[src/rtl/ins_cache.sv]
// Direct-mapped instruction cache: hits answer one cycle after acceptance, misses issue one adapter fetch task.
// Define INS_CACHE_STATS_EN to add the hit_count/miss_count output ports.
module ins_cache #(
  parameter int CACHE_LINES = 16
) (
  input  logic        clk_in,
  input  logic        rst_in,
  input  logic        rdy_in,
  input  logic        flush_pipline,
  input  logic        fetch_req,
  input  logic [31:0] fetch_pc,
  output logic        fetch_ready,
  output logic        fetch_valid,
  output logic [31:0] fetch_ins,
  output logic [31:0] fetch_pc_out,
  output logic        try_start_insfetch_task,
  output logic [31:0] insfetch_addr,
  input  logic        insfetch_task_done,
  input  logic [31:0] insfetch_ins_full
`ifdef INS_CACHE_STATS_EN
  ,
  output logic [31:0] hit_count,
  output logic [31:0] miss_count
`endif
);

  localparam int IDX = $clog2(CACHE_LINES);
  localparam int TW  = 31 - IDX;

  typedef enum logic {
    ST_IDLE,
    ST_MISS
  } state_t;

  state_t r_state;
  state_t w_state_nxt;

  logic [CACHE_LINES-1:0] r_valid;
  logic [TW-1:0]          r_tag  [CACHE_LINES];
  logic [31:0]            r_data [CACHE_LINES];

  logic [IDX-1:0] w_req_idx;
  logic [TW-1:0]  w_req_tag;
  logic [IDX-1:0] w_miss_idx;
  logic [TW-1:0]  w_miss_tag;
  logic           w_hit;
  logic           w_accept;
  logic           w_done;

  // Index at halfword granularity so compressed instructions get their own lines.
  assign w_req_idx  = fetch_pc[IDX:1];
  assign w_req_tag  = fetch_pc[31:IDX+1];
  assign w_miss_idx = insfetch_addr[IDX:1];
  assign w_miss_tag = insfetch_addr[31:IDX+1];
  assign w_hit      = r_valid[w_req_idx] && (r_tag[w_req_idx] == w_req_tag);
  assign w_accept   = (r_state == ST_IDLE) && fetch_req && rdy_in && !flush_pipline;
  assign w_done     = (r_state == ST_MISS) && insfetch_task_done && rdy_in && !flush_pipline;

  always_comb begin
    w_state_nxt             = r_state;
    fetch_ready             = (r_state == ST_IDLE);
    try_start_insfetch_task = (r_state == ST_MISS);
    if (rdy_in) begin
      if (flush_pipline) begin
        w_state_nxt = ST_IDLE;
      end else begin
        case (r_state)
          ST_IDLE: if (w_accept && !w_hit) w_state_nxt = ST_MISS;
          ST_MISS: if (w_done) w_state_nxt = ST_IDLE;
          default: w_state_nxt = ST_IDLE;
        endcase
      end
    end
  end

  always_ff @(posedge clk_in or negedge rst_in) begin
    if (!rst_in) begin
      r_state <= ST_IDLE;
    end else begin
      r_state <= w_state_nxt;
    end
  end

  always_ff @(posedge clk_in or negedge rst_in) begin
    if (!rst_in) begin
      fetch_valid   <= 1'b0;
      fetch_ins     <= 32'h0;
      fetch_pc_out  <= 32'h0;
      insfetch_addr <= 32'h0;
      r_valid       <= '0;
    end else if (rdy_in) begin
      fetch_valid <= 1'b0;
      if (w_accept) begin
        if (w_hit) begin
          fetch_valid  <= 1'b1;
          fetch_ins    <= r_data[w_req_idx];
          fetch_pc_out <= fetch_pc;
        end else begin
          insfetch_addr <= fetch_pc;
        end
      end
      if (w_done) begin
        fetch_valid          <= 1'b1;
        fetch_ins            <= insfetch_ins_full;
        fetch_pc_out         <= insfetch_addr;
        r_valid[w_miss_idx]  <= 1'b1;
      end
    end
  end

  // Tag/data need no reset: a line is only consulted once its valid bit is set.
  always_ff @(posedge clk_in) begin
    if (w_done) begin
      r_tag[w_miss_idx]  <= w_miss_tag;
      r_data[w_miss_idx] <= insfetch_ins_full;
    end
  end

`ifdef INS_CACHE_STATS_EN
  always_ff @(posedge clk_in or negedge rst_in) begin
    if (!rst_in) begin
      hit_count  <= 32'h0;
      miss_count <= 32'h0;
    end else if (w_accept) begin
      if (w_hit) hit_count  <= hit_count + 32'd1;
      else       miss_count <= miss_count + 32'd1;
    end
  end
`endif

endmodule

[config.mk]
export PLATFORM = sky130hd
export DESIGN_NAME = ins_cache
export DESIGN_NICKNAME = d
export VERILOG_FILES = /design/src/rtl/ins_cache.sv
export SDC_FILE = /design/constraint.sdc
export NUM_CORES = 1
export LEC_CHECK = 0
export CAP_MARGIN = 15
export CORE_ASPECT_RATIO = 0.5
export CORE_MARGIN = 2
export CORE_UTILIZATION = 55
export DETAILED_ROUTE_END_ITERATION = 10
export GPL_TIMING_DRIVEN = 0
export PLACE_DENSITY_LB_ADDON = 0.2
export SYNTH_ARGS = -nofsm -noshare
export SYNTH_HDL_FRONTEND = slang
export SYNTH_SLANG_ARGS = --single-unit
export TNS_END_PERCENT = 20
[constraint.sdc]
create_clock -name clk_in -period 5.7 [get_ports clk_in]
set_clock_uncertainty 0.15 [all_clocks]
set_input_delay 1.14 -clock clk_in [delete_from_list [all_inputs] [get_ports clk_in]]
set_output_delay 1.14 -clock clk_in [all_outputs]
set_load 0.02 [all_outputs]
[After elaboration in Yosys (flattened, before gate mapping)]
Memory sizes are Yosys's and may differ from the RTL's.
Index checks and enable logic that the tools add are counted.
Widths: inputs -> output; s select.
Storage, ports and cells
  bits in registers: 114
  memory bits (writable): 944
  output and inout bits: 99
  word-level logic and storage cells: 50
  memories: 2
Operators by class
  magnitude comparators: 3
  equal/unequal tests: 1
  mux-type cells: 19
  bitwise logic cells: 3
  reduce and logical (&&, ||, !) cells: 16
Memory list
  r_data: depth 16, width 32, rd ports 1, clocked after memory_dff 0, write ports 1, RTL line 40  | logic [31:0] r_data [CACHE_LINES];
  r_tag: depth 16, width 27, rd ports 1, clocked after memory_dff 0, write ports 1, RTL line 39  | logic [TW-1:0] r_tag [CACHE_LINES];
Operators with widths (count)
  $mux 32: 6
  $eq 27x27->1: 1
  $or 16x16->16: 1
  $lt 4x5->1 const B: 2
  $mux 1: 10
  $logic_and 1x1->1: 9
  $reduce_and 3->1: 2
  $bmux 1 s4: 1
  $demux 1 s4: 1
  $ge 4x1->1 const B: 1
  $reduce_bool 2->1: 2
  $logic_not 1->1: 2
  $not 1->1: 2
  $pmux 1 s2: 1
  $reduce_and 2->1: 1

[Longest topological paths before layout]
  depth in word-level cells: 8
  depth in mapped cells: 15
  gate-level depth less buffers: 8

[Worst setup path before layout]
OpenSTA, ideal clock, no wires.
  path type: input to register
  from: in rdy_in
  to: reg r_valid[0]
  data arrival time: 6.308 ns
  required time: 5.460 ns
  setup slack: -0.848 ns
  stages: 6
  path buffers: 0
  cells stage by stage: inv_1 nor2_1 nand3_1 or3_1 nor3_1 or2_2
On the way
  cells in the longest elaborated chain, start to end: 3
Ends and longest elaborated chain
  from (decl): RTL line 8  | input logic rdy_in,
  $logic_and 1x1->1 (2 in a row): RTL line 57  | assign w_done = (r_state == ST_MISS) && insfetch_task_done && rdy_in && !flush_pipline;
  $reduce_and 2->1 (no line) *
  to (signal assigned): RTL line 90  | r_valid <= '0;
  to (signal, indexed assignment): RTL line 106  | r_valid[w_miss_idx] <= 1'b1;
  to (decl): RTL line 38  | logic [CACHE_LINES-1:0] r_valid;
Every way passes the cells marked *; elsewhere a longest branch is shown, timed or not.
A chain may end at the register's enable or synchronous reset.

[Worst setup path after layout]
  from: in fetch_pc[2]
  to: reg fetch_ins[26]
On the way
  cells in the longest elaborated chain, start to end: 5
  elaborated cells on any way between the ends: 11
  those cells by class: eq/ne (1); mux (5); reduce/logical (3); memory (2)
Ends and longest elaborated chain
  from (decl): RTL line 11  | input logic [31:0] fetch_pc,
  $mem_v2 16x27 / $bmux 1 s4 (equally long branches)
  $eq 27x27->1 / $mux 1 (equally long branches): RTL line 55  | assign w_hit = r_valid[w_req_idx] && (r_tag[w_req_idx] == w_req_tag);
  $logic_and 1x1->1: RTL line 55
  $reduce_bool 2->1 (no line)
  $reduce_and 3->1 (no line)
  to (signal assigned): RTL line 96  | fetch_ins <= r_data[w_req_idx];
  to (signal assigned): RTL line 104  | fetch_ins <= insfetch_ins_full;
  to (decl): RTL line 14  | output logic [31:0] fetch_ins,
Several ways; a longest one is shown, not always the timed one. The select of a mux whose other input is x is not followed.

==> summary.txt <==
Finish
  – Share of cells above drive strength 1: 0.243
  – Area Overhead vs Synth: 17.4%
  – Final Util: 0.657
  – Final net count: 2,568

Synth
  – Netlist cell types: 63
  – Post-Syn Area: 42,400 um^2
  – Synth Warn #: 0
  – Seq/Total Area, Yosys: 0.737
  – Mapped Avg Cell Area: 19.5 um^2
  – Post-Syn Instances: 2,167
  – Post-synth EDFFs: 944
  – Synth Flop Type: edfxtp_1
  – Post-Syn Nets: 2,237
  – Synthesized flop and latch total: 1,058
  – Synth async-reset ratio: 0.108

Timing
  – Final setup viols: 0
  – Hold Fails Final Rpt: 0
  – Min Tclk post-route: 5.54 ns
  – Worst Tran Pin Value: 1.18 ns
  – Max-slew violation count: 0
  – Post-route clock period utilization: 0.973
  – Worst slew margin: 0.212
  – WHS: 0.314 ns
  – FMAX: 180 MHz
  – Setup TNS: 0 ns
  – RSZ-0062 raised after global routing: false

Worst setup path
  – Crit path from: fetch_pc[2]
  – FF-to-FF End: fetch_pc_out[3]
  – Critical path type: input port to flip-flop
  – CP max FO: 10
  – Worst Path Arrival: 5.91 ns
  – Worst endpoint required time: 6.06 ns
  – Critical Path Sink Type: flip-flop
  – Worst reg2reg path startpoint: r_tag[5][15]
  – R2R depth: 11
  – R2R setup slack: 1.26 ns
  – Startpoint class of the critical path: input port

Route
  – Via/cell ratio: 6.65
  – DRT Pass-1 Iters: 6
  – Routed len/inst: 32.5 um
  – Routed via count: 23,900
  – Starting DRT DRC Count: 3,661
  – WL final: 117 mm
  – Drc violations: 0
  – Routed Antenna Nets: 0

Run status
  – Outcome: finished, final reports clean

Placed design
  – Routability cong.: 0.872
  – Port-buffer cells: 165
  – DPL Wire Length: 75.8 mm

Die
  – Num rows: 71
  – Core ar.: 75,700 um^2
  – Die area: 79,400 um^2
  – Io pins: 169
  – Width of the chip: 396 um
  – Die Ht: 200 um
  – Starting Density: 0.560

Global routing
  – First-pass GRT wire length: 167 mm
  – Pin count of the biggest net entering global routing: 60
  – Gr ovfl total: 0
  – Gr usage total: 0.296
  – Vias in the first global route: 23,700
  – Initial antenna violation count: 2

Power and ir drop
  – Pwr Density: 356 nW/um^2
  – Switching power: 4320 uW
  – Register share of total power: 0.532
  – Peak supply drop: 0.213 mV
  – Clock power frac: 0.358
  – Switching share of power: 0.244
  – Int Power: 13,400 uW
  – Combinational power share: 0.110
  – LEAKAGE: 0.0162 uW

Run
  – Max-cap violations: 0

Clock tree
  – Clk slew on worst S/H paths: 0.07 ns
  – # hold bufs at CTS: 0
  – Clock tree from TritonCTS: yes
  – Clock latency on the worst-skew pair: 0.69 ns
  – CTS Sinks: 1,058
  – CTS HTree Levels: 3
  – TritonCTS Buffers: 88
  – CTS Root Cell: clkbuf_16
  – Clock tree buffer depth: 3

Worst hold path
  – Critical hold path startpoint: r_valid[13]
  – Hold Crit Class: flip-flop to flip-flop
  – Worst Hold Depth: 1
  – Worst Hold Path EP: r_valid[13]
-- power groups by stage --
stage,clock network (uW),registers (uW),logic [uW]
floorplan,0,9630,732
global placement,0,9560,1870
detailed placement,0,9570,1940
CTS,6370,9400,1950
global route,6670,9440,2050
finish,6330,9420,1950
-- sequential cells by signal, indices dropped and copies added (netlist names) --
name / flops
r_tag: 432
r_data: 512
insfetch_addr: 32
try_start_insfetch_task: 1
fetch_valid: 1
fetch_pc_out: 32
r_valid: 16
fetch_ins: 32
-- critical path, stage by stage --
cell and delay (ns):
clkdlybuf4s50_1 0.60, buf_4 0.27, buf_6 0.21, buf_4 0.29, buf_2 0.41, buf_4 0.36, clkbuf_1 0.50, clkbuf_1 0.80
mux4_2 0.41, mux4_2 0.46, nand2_1 0.14, nor2_1 0.06, nand4_1 0.11, a31oi_1 0.10
-- timing repair --
action / CTS / global route
pin swaps: 0 / 0
resized for setup: 1 / 4
endpoints found under the setup margin: 1 / 39
buffers inserted: 0 / 0
-- worst max-delay path by stage --
stage / depth (start not counted) / end / slack [ns]
finish: 14 / fetch_ins[26] / 0.16
global route: 14 / fetch_ins[25] / 0.01
CTS: 13 / insfetch_addr[28] / 0.04
detailed placement: 13 / insfetch_addr[28] / -0.71
global placement: 8 / r_valid[4] / -7.80
floorplan: 7 / r_valid[4] / -0.72
-- cells in the mapped netlist (2+ instances only) --
cell       number  area share
a211o_1         2     0.00041
a21oi_1         6     0.00071
a221oi_1        2     0.00041
a22o_1          2     0.00041
a22oi_1         8      0.0014
a2bb2oi_1       2     0.00041
a31oi_1        65      0.0096
and2_1          2     0.00030
and3_1          5     0.00074
and3b_1         2     0.00041
and4_1          4     0.00083
buf_1          12      0.0011
buf_2          50      0.0059
buf_4          14      0.0025
buf_6          15      0.0040
clkbuf_1       57      0.0051
clkinv_1        2     0.00018
dfrtp_1       114       0.067
edfxtp_1      944        0.67
inv_1           5     0.00044
mux2_2         35      0.0093
mux2i_1        82       0.019
mux4_2        259        0.14
nand2_1        74      0.0066
nand2b_1        2     0.00030
nand3_1         5     0.00059
nand3b_1        2     0.00035
nand4_1        70       0.010
nor2_1        146       0.013
nor2b_1         7      0.0010
nor3_1         20      0.0024
nor3b_1         2     0.00035
nor4_1          5     0.00074
nor4b_1         2     0.00041
nor4bb_1        2     0.00047
o21ai_0         3     0.00035
o31ai_1        66       0.012
or2_2          16      0.0024
or4_1           2     0.00035
or4b_1          2     0.00047
xnor2_1        18      0.0037
xor2_1         13      0.0027
-- stage by stage --
step           setup WS [ns]  instance area, um^2  power (uW)  instances
6_report               0.156                49700       17700       3596
4_1_cts               0.0375                49700       17700       3591
3_5_place_dp          -0.710                46700       11500       3426
5_1_grt               0.0126                49700       18200       3596
2_1_floorplan         -0.716                42400       10400       2167
3_3_place_gp           -7.80                45300       11400       3354
-- kinds of logic (layout without fill, tap and decap cells) --
kind of cell,after synthesis,in the layout,synth area share
DFF,1058,1058,0.737
AOI/OAI and AO/OA,170,170,0.0284
and+or+nand+nor,375,375,0.0429
muxes,376,376,0.166
other,0,1,0
xor gates and xnor gates,31,31,0.00641
buffers and inverters,157,563,0.0193
-- cells in the final DEF, fill, tap and decap left out, types with 18 or more instances in the layout --
cell             Yosys  routed
buf_2               50      51
nand4_1             70      70
buf_12               0      31
clkbuf_1            57      70
o31ai_1             66      66
xnor2_1             18      18
edfxtp_1           944     944
mux4_2             259     259
dfrtp_1            114     114
nand2_1             74      74
clkbuf_16            0      93
mux2_2              35      35
buf_6               15      40
clkinv_2             0      19
clkdlybuf4s50_1      0     164
nor2_1             146     134
a31oi_1             65      65
mux2i_1             82      82
-- layout make-up --
cell class	count	area (um^2)
tap	1022	1280
clock inverter	49	493
inverter	8	30.0
buffer	149	791
fill	4995	25900
sequential	1058	31200
antenna	1	2.50
clock buffer	116	2500
timing repair buffer	241	2990
multi-input combinational	952	10500
-- layer usage --
metal	routed length (um)	GRT usage	share of wire
met5	0	0	0
met4	4240	0.102	0.036
met3	11100	0.0534	0.095
met2	55600	0.465	0.48
met1	45900	0.424	0.39
No activity file was read; power rests on OpenSTA's default activity.
